File: src/rtl/ws2812_pkg.sv
// Shared WS2812 definitions: address/pixel widths, loader state encoding
// and the RGB pixel bundle carried from the host stream to the strip RAMs.
package ws2812_pkg;
  localparam int LED_ADDR_WIDTH = 9;
  localparam int PIXEL_WIDTH    = 24;

  typedef enum logic [1:0] {
    IDLE = 2'd0,
    LOAD = 2'd1,
    DONE = 2'd2
  } loader_state_t;

  typedef struct packed {
    logic [7:0] r;
    logic [7:0] g;
    logic [7:0] b;
  } pixel_t;
endpackage

File: src/rtl/pixel_position_counter.sv
// Nested led/strip position counter. inc advances one pixel, clr returns to
// the origin, clr+inc together lands on the pixel right after the origin.
module pixel_position_counter
  import ws2812_pkg::*;
#(
  parameter int STRIP_COUNT = 8,
  parameter int LED_COUNT   = 240,
  localparam int SW         = (STRIP_COUNT > 1) ? $clog2(STRIP_COUNT) : 1
) (
  input  logic                      clk_i,
  input  logic                      rst_n_i,
  input  logic                      inc_i,
  input  logic                      clr_i,
  output logic [LED_ADDR_WIDTH-1:0] led_cnt_o,
  output logic [SW-1:0]             strip_cnt_o,
  output logic                      last_o
);
  localparam logic [LED_ADDR_WIDTH-1:0] LED_LAST   = LED_ADDR_WIDTH'(LED_COUNT - 1);
  localparam logic [SW-1:0]             STRIP_LAST = SW'(STRIP_COUNT - 1);
  // With a single LED per strip, the pixel after the origin is on strip 1.
  localparam logic [LED_ADDR_WIDTH-1:0] FIRST_LED   = (LED_COUNT == 1) ? '0 : LED_ADDR_WIDTH'(1);
  localparam logic [SW-1:0]             FIRST_STRIP = (LED_COUNT == 1 && STRIP_COUNT > 1) ? SW'(1) : '0;

  logic led_wrap;
  assign led_wrap = (led_cnt_o == LED_LAST);
  assign last_o   = led_wrap && (strip_cnt_o == STRIP_LAST);

  always_ff @(posedge clk_i or negedge rst_n_i) begin
    if (!rst_n_i) begin
      led_cnt_o   <= '0;
      strip_cnt_o <= '0;
    end else if (clr_i) begin
      led_cnt_o   <= inc_i ? FIRST_LED : '0;
      strip_cnt_o <= inc_i ? FIRST_STRIP : '0;
    end else if (inc_i) begin
      if (led_wrap) begin
        led_cnt_o   <= '0;
        strip_cnt_o <= (strip_cnt_o == STRIP_LAST) ? '0 : strip_cnt_o + SW'(1);
      end else begin
        led_cnt_o   <= led_cnt_o + LED_ADDR_WIDTH'(1);
      end
    end
  end
endmodule

File: src/rtl/strip_frame_loader.sv
// Sequences a sof-framed valid/ready pixel stream into per-strip pixel RAMs,
// strip 0 first, with registered one-hot strobe, shared address and RGB.
module strip_frame_loader
  import ws2812_pkg::*;
#(
  parameter int STRIP_COUNT = 8,
  parameter int LED_COUNT   = 240
) (
  input  logic                      clk_i,
  input  logic                      rst_n_i,
  input  logic                      enable_i,
  input  logic                      s_valid_i,
  output logic                      s_ready_o,
  input  logic                      s_sof_i,
  input  logic [7:0]                s_r_i,
  input  logic [7:0]                s_g_i,
  input  logic [7:0]                s_b_i,
  output logic [STRIP_COUNT-1:0]    we_o,
  output logic [LED_ADDR_WIDTH-1:0] addr_o,
  output logic [7:0]                r_o,
  output logic [7:0]                g_o,
  output logic [7:0]                b_o,
  output logic                      busy_o,
  output logic                      frame_done_o,
  output logic                      sync_err_o
);
  localparam int SW           = (STRIP_COUNT > 1) ? $clog2(STRIP_COUNT) : 1;
  localparam bit SINGLE_PIXEL = (STRIP_COUNT == 1) && (LED_COUNT == 1);

  loader_state_t             state, state_nxt;
  logic [LED_ADDR_WIDTH-1:0] led_cnt;
  logic [SW-1:0]             strip_cnt;
  logic                      cnt_last, cnt_inc, cnt_clr;
  logic                      accept, wr, wr_origin, err;
  logic [SW-1:0]             wr_strip;
  logic [PIXEL_WIDTH-1:0]    rgb_q;
  pixel_t                    pix;

  assign s_ready_o = enable_i && (state != DONE);
  assign accept    = s_valid_i && s_ready_o;
  assign busy_o    = (state == LOAD);
  assign wr_strip  = wr_origin ? '0 : strip_cnt;
  assign pix       = rgb_q;
  assign r_o       = pix.r;
  assign g_o       = pix.g;
  assign b_o       = pix.b;

  pixel_position_counter #(
    .STRIP_COUNT (STRIP_COUNT),
    .LED_COUNT   (LED_COUNT)
  ) u_pos (
    .clk_i       (clk_i),
    .rst_n_i     (rst_n_i),
    .inc_i       (cnt_inc),
    .clr_i       (cnt_clr),
    .led_cnt_o   (led_cnt),
    .strip_cnt_o (strip_cnt),
    .last_o      (cnt_last)
  );

  always_comb begin
    state_nxt = state;
    wr        = 1'b0;
    wr_origin = 1'b0;
    err       = 1'b0;
    cnt_inc   = 1'b0;
    cnt_clr   = 1'b0;
    case (state)
      IDLE: if (accept) begin
        if (s_sof_i) begin
          wr        = 1'b1;
          wr_origin = 1'b1;
          cnt_clr   = 1'b1;
          cnt_inc   = 1'b1;
          state_nxt = SINGLE_PIXEL ? DONE : LOAD;
        end else begin
          err = 1'b1;
        end
      end
      LOAD: if (accept) begin
        wr      = 1'b1;
        cnt_inc = 1'b1;
        if (s_sof_i) begin
          // Short frame: restart from the origin with this beat.
          err       = 1'b1;
          wr_origin = 1'b1;
          cnt_clr   = 1'b1;
        end else if (cnt_last) begin
          state_nxt = DONE;
        end
      end
      DONE: begin
        cnt_clr   = 1'b1;
        state_nxt = IDLE;
      end
      default: state_nxt = IDLE;
    endcase
  end

  always_ff @(posedge clk_i or negedge rst_n_i) begin
    if (!rst_n_i) begin
      state        <= IDLE;
      we_o         <= '0;
      addr_o       <= '0;
      rgb_q        <= '0;
      frame_done_o <= 1'b0;
      sync_err_o   <= 1'b0;
    end else begin
      state        <= state_nxt;
      we_o         <= wr ? (STRIP_COUNT'(1) << wr_strip) : '0;
      frame_done_o <= (state_nxt == DONE) && (state != DONE);
      sync_err_o   <= err;
      if (wr) begin
        addr_o <= wr_origin ? '0 : led_cnt;
        rgb_q  <= {s_r_i, s_g_i, s_b_i};
      end
    end
  end
endmodule

File: config.mk
export PLATFORM = sky130hd
export DESIGN_NAME = strip_frame_loader
export DESIGN_NICKNAME = d
export VERILOG_FILES = /design/src/rtl/ws2812_pkg.sv /design/src/rtl/pixel_position_counter.sv /design/src/rtl/strip_frame_loader.sv
export SDC_FILE = /design/constraint.sdc
export NUM_CORES = 1
export LEC_CHECK = 0
export ABC_AREA = 1
export CELL_PAD_IN_SITES_DETAIL_PLACEMENT = 1
export CELL_PAD_IN_SITES_GLOBAL_PLACEMENT = 1
export CORE_ASPECT_RATIO = 0.5
export CORE_MARGIN = 2
export CORE_UTILIZATION = 34
export DETAILED_ROUTE_END_ITERATION = 8
export HOLD_SLACK_MARGIN = 0.02
export PLACE_DENSITY_LB_ADDON = 0.25
export SETUP_SLACK_MARGIN = 0.05
export SYNTH_ARGS = -nofsm -noshare
export SYNTH_HDL_FRONTEND = slang
export SYNTH_SLANG_ARGS = --single-unit
File: constraint.sdc
create_clock -name clk_i -period 2.1 [get_ports clk_i]
set_input_delay 0.42 -clock clk_i [delete_from_list [all_inputs] [get_ports clk_i]]
set_output_delay 0.42 -clock clk_i [all_outputs]
set_load 0.02 [all_outputs]
# After elaboration in Yosys (flattened, before gate mapping)

Index checks and enable logic that the tools add are counted.

Logic and storage cells: 52
Latch bits: 0
Memory bits (writable): 0
ROM bits: 0
Register bits: 57
Output and inout bits: 45
Memories: 0

$lt $le $gt $ge: 0
Shift operators: 1
Reductions and logical operators: 9
Div/mod/pow operators: 0
Mux-type cells: 26
Add/subtract/negate cells: 2
Eq/ne operators: 6
$mul: 0
Bitwise operators: 0

Operators with widths:

| cell                | count |
|---|---|
| $mux 9              | 4 |
| $mux 3              | 5 |
| $mux 2              | 5 |
| $add 9x1->9 const B | 1 |
| $eq 9x8->1 const B  | 1 |
| $mux 8              | 1 |
| $shl 1x3->8 const A | 1 |
| $mux 1              | 7 |
| $pmux 1 s2          | 3 |
| $eq 2x2->1 const B  | 2 |
| $logic_and 1x1->1   | 4 |
| $pmux 2 s2          | 1 |
| $reduce_bool 2->1   | 2 |
| $add 3x1->3 const B | 1 |
| $eq 3x3->1 const B  | 1 |
| $eq 2x1->1 const B  | 1 |
| $logic_not 2->1     | 1 |
| $ne 2x2->1 const B  | 1 |
| $reduce_and 2->1    | 1 |
| $reduce_or 2->1     | 1 |

# Longest topological paths before layout

Depth in word-level cells: 8
Gate-level depth with buffers: 9
Gate-level depth less buffers: 8

# Modules after synthesis

From an unflattened synthesis, not the netlist that was laid out.

Cells, all modules: 304
Area, all modules: 2577.5 µm²

By module, submodules not included:

| module                 | instances | cells an instance | seq. area each (µm²) | area each (µm²) |
|---|---|---|---|---|
| strip_frame_loader     | 1         | 216               | 1126.1               | 1881.8 |
| pixel_position_counter | 1         | 88                | 300.3                | 695.7 |

# Least setup slack after synthesis

No wires, ideal clock.

Path kind: register to register
Start: register u_pos.led_cnt_o[0]
End: register u_pos.strip_cnt_o[1]
Data required time: 1.983 ns
Path slack: 0.598 ns
Cell stages (with the launch flop): 9
Arrival: 1.385 ns
Cells stage by stage: dfrtp_1 -> ha_1 -> inv_1 -> nor2_1 -> nand3_1 -> nor2_1 -> nor2_1 -> nand2_1 -> nand2_1

Longest elaborated chain between the ends: 3

Ends and longest elaborated chain:

| what                               | line                         | text |
|---|---|---|
| from (decl)                        | pixel_position_counter.sv:14 | `output logic [LED_ADDR_WIDTH-1:0] led_cnt_o,` |
| from (signal assigned)             | pixel_position_counter.sv:33 | `led_cnt_o <= inc_i ? FIRST_LED : '0;` |
| from (signal assigned)             | pixel_position_counter.sv:40 | `led_cnt_o <= led_cnt_o + LED_ADDR_WIDTH'(1);` |
| $eq 9x8->1                         | pixel_position_counter.sv:25 | `assign led_wrap = (led_cnt_o == LED_LAST);` |
| $reduce_bool 2->1 (no source line) | n/a                          |  |
| $reduce_and 2->1 (no source line)  | n/a                          |  |
| to (signal assigned)               | pixel_position_counter.sv:34 | `strip_cnt_o <= inc_i ? FIRST_STRIP : '0;` |
| to (signal assigned)               | pixel_position_counter.sv:38 | `strip_cnt_o <= (strip_cnt_o == STRIP_LAST) ? '0 : strip_cnt_o + SW'(1);` |
| to (decl)                          | pixel_position_counter.sv:15 | `output logic [SW-1:0] strip_cnt_o,` |

Every way passes these cells.
A chain may end at the register's enable or synchronous reset.

# Worst setup path in the final report

Start: input port enable_i
End: output port s_ready_o

Longest elaborated chain between the ends: 1

Ends and longest elaborated chain:

| what              | line                     | text |
|---|---|---|
| from (decl)       | strip_frame_loader.sv:11 | `input logic enable_i,` |
| $logic_and 1x1->1 | strip_frame_loader.sv:39 | `assign s_ready_o = enable_i && (state != DONE);` |
| to (decl)         | strip_frame_loader.sv:13 | `output logic s_ready_o,` |

Every way passes these cells.

==> results_dict.tcl <==
set metrics [dict create \
    outcome "finished clean" \
    fin_cells 495 \
    h-tree-depth 3 \
    cts_tree "done" \
    route.vias.total 2325 \
    worst_pin_slew_ns 0.508 \
    syn_to_final_growth_pct 46.2 \
    gp_congestion 0.823 \
    cap_violations 0 \
    register_area_um2 1430 \
    path_clk_slew_ns 0.05 \
    min_period_over_period_pct 88.5 \
    finClkSkew_ns 0.00517 \
    slew_headroom_pct 66.1 \
    peakVddDrop_mv 0.371 \
    grt_overflow_total 0 \
    yosysWarnings 0 \
    synth_area_um2 2560 \
    core_area_um2 7320 \
    synthTopCellsByArea "dfrtp_1, nand2_1, nand3_1" \
    multi_input_area_um2 980 \
    critical_path.startpoint_type "primary input" \
    grt_start_max_net_pins 38 \
    p_comb_share_pct 24.8 \
    final_max_slew_viol_count 0 \
    fmax_ghz 0.538 \
    yosysUniqueCellTypes 25 \
    cp_max_fo 2 \
    dp_hpwl_um 5080 \
    p_int_mw 2.64 \
    insertedDiodeCount 0 \
    die_w_um 127 \
    worst_ep_required_time_ns 1.68 \
    drt_wl_total_um 7040 \
    start_util_pct 34.9 \
    yosysTopAreaCellShare_pct 55.7 \
    die_area_um2 8280 \
    cts_buffers 9 \
    ys_seq_elements 57 \
    synth_cells 305 \
    dr.pass1.iters 4 \
    grt_pass1_vias 2464 \
    worstSkewPairLatency_ns 0.33 \
    die_y_um 65.3 \
    syn_avg_cell_area_um2 8.39 \
    p_switching_mw 1.11 \
    via_per_inst 4.70 \
    postCtsSetupRepairBufs 0 \
    nFillCells 842 \
    power.density_nw_per_um2 1000 \
    antenna_found_initial 0 \
    fin_crit_ns 1.86 \
    rows 22 \
    root_buffer "clkbuf_16" \
    dp_cells 479 \
    io_buffers 73 \
    wl_per_cell_um 14.2 \
    drc_errors 0 \
    total_power_mw 3.75 \
    cts.sinks 57 \
    top_level_ports 74 \
    seqPwrFrac_pct 37.1 \
    crit_type "in2out" \
    p_leak_nw 1.88 \
    drtIter0Drc 126 \
    setup_viol 0 \
    hold_viol 0 \
    finalInstanceArea_um2 3740 \
    ys_seq_area_share_pct 55.7 \
    synth_top_area_cell "dfrtp_1" \
    p_clk_share_pct 38.1 \
    track_usage_pct 19.1 \
    rsz0062_at_grt "false" \
    worstPathArrival_ns 1.44 \
    synth_fp_nets 337 \
    placed_cell_area_um2 3440 \
    grt_pass1_wl_um 12200 \
    drive_gt1_share_pct 9.77 \
    r2r_setup_slack_ns 0.35 \
    clk_path_buf_depth 2 \
    hold_ws_ns 0.0628 \
    ff2ff_path_depth 8 \
    detail-route-antenna-nets 0 \
    hold_class "in2async" \
    end_kind "output pin" \
    switching_share_pct 29.6 \
    fin_setup_tns_ns 0 \
    layout.nets 426 \
]
==> registers in the layout (all words and copies together) (netlist names) <==
signal and count:
sync_err_o 1, u_pos.strip_cnt_o 3, pix 24, u_pos.led_cnt_o 9
state 2, we_o 8, frame_done_o 1, addr_o 9
==> cell type report <==
type	instances	area share, %
clock buffers	11	6.49
clock inverters	5	1.47
inverters	22	2.21
multi-input cells	218	26.2
flip-flops and latches	57	38.1
well taps	96	3.21
repair buffers	86	22.3
==> path summary, 6_finish.rpt <==
kind                               startpoint                   end
max                                  enable_i             s_ready_o
min reg2reg                         addr_o[4]             addr_o[4]
min                                   rst_n_i            sync_err_o
max in group asynchronous             rst_n_i               pix[22]
min in group clk_i                  addr_o[4]             addr_o[4]
max reg2reg                u_pos.led_cnt_o[1]  u_pos.strip_cnt_o[2]
==> cell usage after synthesis (all sizes together) <==
cell type  number
nand2         142
xor2            1
nand3          22
a31oi           1
o21ai           2
dfrtp          57
inv            22
or2             1
o31ai           1
nand3b          1
nand4          13
a21oi           1
clkbuf          1
o21bai          1
xnor2           1
nor2           28
buf             7
ha              3
==> repair_timing <==
action                     CTS  global route
setup endpoints to repair    2             0
hold buffers                 0             0
gates resized for setup      2             0
==> power by group through the flow <==
stage          registers, mW  clock network (mW)  logic (mW)
2_1_floorplan           1.57                   0       0.275
3_3_place_gp            1.39                   0       0.911
3_5_place_dp            1.41                   0       0.941
4_1_cts                 1.40                1.47       0.944
5_1_grt                 1.42                1.52        1.01
6_report                1.39                1.43       0.930
==> critical path, stage by stage <==
cell and delay, ns:
clkdlybuf4s50_1 0.48, inv_1 0.04, nor2_1 0.14, dlygate4sd2_1 0.35
==> layer usage <==
metal	part of all wire (%)	track usage [%]	vias to the layer above	wire length [um]
met1	46	23.3	1130	3210
li1	-	-	1135	-
met2	49	33.2	50	3450
met3	3.7	5.05	10	257
met5	0	0	-	0
met4	1.6	7.01	0	112
==> per-stage QoR <==
| stage | setup slack, ns | utilization [%] |
|---|---|---|
| after floorplan | 0.598 | - |
| after global placement | 0.00507 | 47.0 |
| after detailed placement | -0.0450 | 47.0 |
| after CTS | 0.228 | 51.1 |
| after global routing | 0.138 | 51.1 |
| final | 0.242 | 51.1 |
==> cells by family (layout without fill, tap and decap cells) <==
kind of cell / Yosys count / in the layout / synth area share (%)
buffers and inverters: 30 / 124 / 5.97
AOI/OAI and AO/OA: 6 / 6 / 1.66
and+or+nand+nor: 207 / 207 / 34.5
DFF: 57 / 57 / 55.7
xor gates and xnor gates: 2 / 2 / 0.685
adders and majority gates: 3 / 3 / 1.47
==> cell usage in the layout (no fill, tap or decap), types with 2 or more instances in the layout <==
cell type / n
buf_4: 12
clkbuf_16: 9
clkdlybuf4s50_1: 70
clkinv_2: 2
clkinvlp_4: 2
dfrtp_1: 57
dlygate4sd2_1: 2
ha_1: 3
inv_1: 19
inv_2: 3
nand2_1: 141
nand3_1: 22
nand4_1: 11
nor2_1: 26
o21ai_0: 2
Note: power is estimated with default switching activity, not from simulation.
